`config.mk`:
```
export PLATFORM = sky130hd
export DESIGN_NAME = cpu_flags_unit
export DESIGN_NICKNAME = d
export VERILOG_FILES = /design/src/rtl/cpu_flags_pkg.sv /design/src/rtl/cpu_flags_unit_flag_reg4.sv /design/src/rtl/cpu_flags_unit.sv
export SDC_FILE = /design/constraint.sdc
export NUM_CORES = 1
export LEC_CHECK = 0
export ABC_AREA = 0
export BUFFER_PORTS_ARGS = -buffer_cell sky130_fd_sc_hd__buf_2
export CELL_PAD_IN_SITES_DETAIL_PLACEMENT = 1
export CELL_PAD_IN_SITES_GLOBAL_PLACEMENT = 2
export CORE_UTILIZATION = 17
export DETAILED_ROUTE_END_ITERATION = 10
export PLACE_DENSITY = 0.73
export SLEW_MARGIN = 10
export SYNTH_ARGS = -nofsm -noshare
export SYNTH_HDL_FRONTEND = slang
export SYNTH_SLANG_ARGS = --single-unit
```
`constraint.sdc`:
```
create_clock -name clk -period 0.95 [get_ports clk]
set_input_delay 0 -clock clk [delete_from_list [all_inputs] [get_ports clk]]
set_output_delay 0 -clock clk [all_outputs]
set_load 0.005 [all_outputs]
```
`src/rtl/cpu_flags_pkg.sv`:
```
// cpu_flags_pkg: flag bit positions and register width shared by the flags unit
package cpu_flags_pkg;
  localparam int FLAG_N  = 0;
  localparam int FLAG_Z  = 1;
  localparam int FLAG_C  = 2;
  localparam int FLAG_V  = 3;
  localparam int FLAGS_W = 4;
endpackage

```
`src/rtl/cpu_flags_unit_flag_reg4.sv`:
```
// flag_reg4: 4-bit register with synchronous active-high reset and load enable
module flag_reg4
  import cpu_flags_pkg::*;
(
  input  logic               clk,
  input  logic               reset,
  input  logic               en,
  input  logic [FLAGS_W-1:0] d,
  output logic [FLAGS_W-1:0] q
);
  logic [FLAGS_W-1:0] q_d, q_q;
  // hold unless enabled
  always_comb q_d = en ? d : q_q;
  // reset overrides the enable
  always_ff @(posedge clk)
    q_q <= reset ? '0 : q_d;
  assign q = q_q;
endmodule

```
`src/rtl/cpu_flags_unit.sv`:
```
// cpu_flags_unit: NZCV status register fed by ALU results or bus loads, with staged copy for branch logic
module cpu_flags_unit
  import cpu_flags_pkg::*;
(
  input  logic         clk,
  input  logic         reset,
  input  logic         boutn,
  input  logic         bloadn,
  input  logic         calcn,
  input  logic [7:0]   bus_in,
  output logic [7:0]   bus_out,
  output logic         bus_oe,
  input  logic         vin,
  input  logic         vin_valid,
  input  logic         cin,
  input  logic         cin_valid,
  output logic [3:0]   fout
);
  logic               en;
  logic [FLAGS_W-1:0] prim_d, prim;
  // calc strobe wins over bus load; unsupplied C/V keep their old value
  always_comb begin
    en             = ~(bloadn & calcn);
    prim_d         = bus_in[3:0];
    prim_d[FLAG_V] = calcn ? bus_in[FLAG_V] : (vin_valid ? vin : prim[FLAG_V]);
    prim_d[FLAG_C] = calcn ? bus_in[FLAG_C] : (cin_valid ? cin : prim[FLAG_C]);
    prim_d[FLAG_Z] = calcn ? bus_in[FLAG_Z] : (bus_in == 8'h00);
    prim_d[FLAG_N] = calcn ? bus_in[FLAG_N] : bus_in[7];
  end
  flag_reg4 u_prim  (.clk(clk), .reset(reset), .en(en),   .d(prim_d), .q(prim));
  flag_reg4 u_stage (.clk(clk), .reset(reset), .en(1'b1), .d(prim),   .q(fout));
  assign bus_out = {4'b0000, prim};
  assign bus_oe  = ~boutn;
endmodule

```
==> impl_metrics.yaml <==
logic_synthesis:
  synth_cells: 41
  ys.flop_type: "dfxtp_1"
  synth-simple-area-share: 0.213
  synth_seq_cells: 8
  yosys.cell_count.top_type: "dfxtp_1"
  ys_seq_area_frac: 0.440
  yosysTopAreaCellShare: 0.440
  synth_top_area_cell: "dfxtp_1"
  synthXorXnorAreaFrac: 0
  synth_edf_count: 0
  yosysWarnings: 0
  synth_top_family_by_area: "simple AND/OR/NAND/NOR gates"
  synth.area.mux_share: 0.0550
  ys_async_sr_fraction: 0
  synth_compound_area_frac: 0.148
  ys_types: 17
  synthTopCellsByArea: "dfxtp_1, buf_4, mux2i_1, nor2_1, nor2b_1"
  synth_adder_area_share: 0
  avgSynthCellArea_um2: 8.88
  synth_common_cells: "dfxtp_1, buf_4, nor2_1"
  syn_area_um2: 364
worst_setup_path:
  cp_cell_sequence: "buf_2 -> dlygate4sd3_1 -> a2111oi_2"
  crit_path_max_fanout: 2
  reg2reg_depth: 2
  start_kind: "input port"
  regToRegStartpoint: "u_prim.q[2]$_SDFFE_PP0P_"
  r2r_slack_ns: 0.19
  critical_path_class: "input port to flop"
  required_ns: 1.10
  crit_path_end_kind: "flop"
  arrival_ns: 0.94
  reg2reg_to: "u_prim.q[2]$_SDFFE_PP0P_"
  slowest_delay_ns: 0.56
  crit_slowest_cell: "dlygate4sd3_1"
floorplanning:
  fp.dieW_um: 48.3
  fp.dieH_um: 48.3
  core_area_mm2: 0.00198
  num_rows: 16
  initial_core_util: 0.184
  io_pins: 30
  die_area_mm2: 0.00233
grt:
  grt_pass1_vias: 352
  overflow: 0
  antenna_found_initial: 0
  grt_pass1_wl_um: 1400
  grt_use_total: 0.0928
  grt_max_degree: 11
drt:
  drt-total-wl_um: 940
  drt_iter0_drc: 3
  drt_pass1_iterations: 2
  avgViaCountPerCell: 3.89
  ant_nets: 0
  drc: 0
  vias: 370
  post_drt_wl_per_cell_um: 9.89
sta:
  setup_ws_ns: 0.155
  slew_violations: 0
  min_period_over_period: 0.837
  rsz0062_at_grt: "false"
  setup_violations: 0
  fin_skew_ns: 0.000321
  hold_viol: 0
  fmax_mhz: 1260
  fin_crit_ns: 0.795
  setup_tns_ns: 0
job:
  cap_viol_max_count: 0
finish:
  syn2layout_area_growth_pct: 45.4
  multi_input_area_um2: 166
  regArea_um2: 160
  fillCellCount: 251
  fin_util: 0.267
  n_antenna_cell: 0
  nets: 87
  drive_gt1_frac: 0.426
pwr:
  power_density_mw_per_mm2: 1400
  irDropWorstVdd_mv: 0.328
  leakage_nw: 0.265
clock_network:
  clk_pin_slew_worst_paths_ns: 0.05
  cts_resized: 0
  clk_latency_ns: 0.25
  cts_root_buffer: "clkbuf_4"
  cts_tree: "yes"
  cts_max_path_buffers: 2
  h-tree-depth: 1
  clkSinkCount: 8
  numCtsBuffers: 3
worst_hold_path:
  holdCritStartpoint: "bus_in[6]"
  hold_end: "u_prim.q[1]$_SDFFE_PP0N_"
  hold_class: "input port to flop"
  holdPathStages: 4
status:
  status: "complete, no violations"
place:
  preCtsSetupSlack_ns: 0.178
  dp.final_hpwl_um: 802
  gp_congestion: 0.642
  io_buffers: 25
==> layout make-up <==
type,count,area share
tap,27,0.0638
inverter,3,0.0213
multi-input combinational,28,0.314
timing repair buffer,26,0.255
clock buffer,3,0.0426
sequential,8,0.303
==> cells in the final DEF, fill, tap and decap left out <==
| master | synthesis | final |
|---|---|---|
| buf_2 | 0 | 25 |
| dfxtp_1 | 8 | 8 |
| nor2_1 | 5 | 5 |
| conb_1 | 1 | 4 |
| inv_1 | 3 | 3 |
| nor2b_1 | 3 | 3 |
| clkbuf_4 | 0 | 3 |
| o21ai_0 | 2 | 2 |
| nand2b_1 | 2 | 2 |
| a211oi_1 | 2 | 2 |
| mux2i_1 | 2 | 2 |
| nor4_1 | 2 | 2 |
| nand2_1 | 1 | 1 |
| o32ai_1 | 1 | 1 |
| or2_0 | 1 | 1 |
| a21oi_1 | 1 | 1 |
| a2111oi_2 | 1 | 1 |
| nand3_1 | 1 | 1 |
| dlygate4sd3_1 | 0 | 1 |
==> worst max-delay path by stage <==
stage                                  start                        to  slack, ns  cells after the start
CTS                                cin_valid  u_prim.q[2]$_SDFFE_PP0P_       0.15                      3
finish                             cin_valid  u_prim.q[2]$_SDFFE_PP0P_       0.15                      3
floorplan           u_prim.q[2]$_SDFFE_PP0P_  u_prim.q[2]$_SDFFE_PP0P_       0.22                      2
detailed placement                     calcn  u_prim.q[2]$_SDFFE_PP0P_       0.18                      4
global placement    u_prim.q[2]$_SDFFE_PP0P_  u_prim.q[2]$_SDFFE_PP0P_       0.22                      2
global route                       cin_valid  u_prim.q[2]$_SDFFE_PP0P_       0.07                      3
==> metal layers <==
layer / share of wire / global-route usage / up-vias
met4: 0.036 / 0.100 / 0
met1: 0.42 / 0.102 / 157
li1: - / - / 185
met3: 0.10 / 0.0111 / 4
met5: 0 / 0 / -
met2: 0.44 / 0.147 / 24
==> timing repair <==
action                                 in CTS  in global routing
hold buffers                                1                  0
endpoints found under the hold margin       1                  0
buffers inserted                            0                  0
==> cell families after synthesis <==
kind of cell	Yosys count
multiplexers	2
AO/OA/AOI/OAI	7
buffers and inverters	8
other	1
flip-flops	8
AND/OR/NAND/NOR	15
==> metrics by stage <==
step	std cells	hold slack (ns)	total power [mW]	area (um^2)
final	95	0.0303	0.741	529
after global routing	95	0.0452	0.790	529
after CTS	95	0.0286	0.755	529
after detailed placement	91	0.216	0.495	497
after global placement	91	0.207	0.492	497
after floorplan	44	0.0265	0.436	375
==> flip-flops by register name, indices dropped and copies added, names as in the netlist <==
register / count
u_prim.q: 4
u_stage.q: 4
==> critical path: cells and delay by family <==
kind / cells / cell delay, ns
compound gates: 1 / 0.28
buf+inv: 2 / 0.66
==> where the power goes <==
group / internal [mW] / switching [mW]
combinational: 0.0646 / 0.0600
sequential: 0.356 / 0.00840
clock: 0.144 / 0.108
total: 0.565 / 0.176
(Power assumes the default switching activity.)
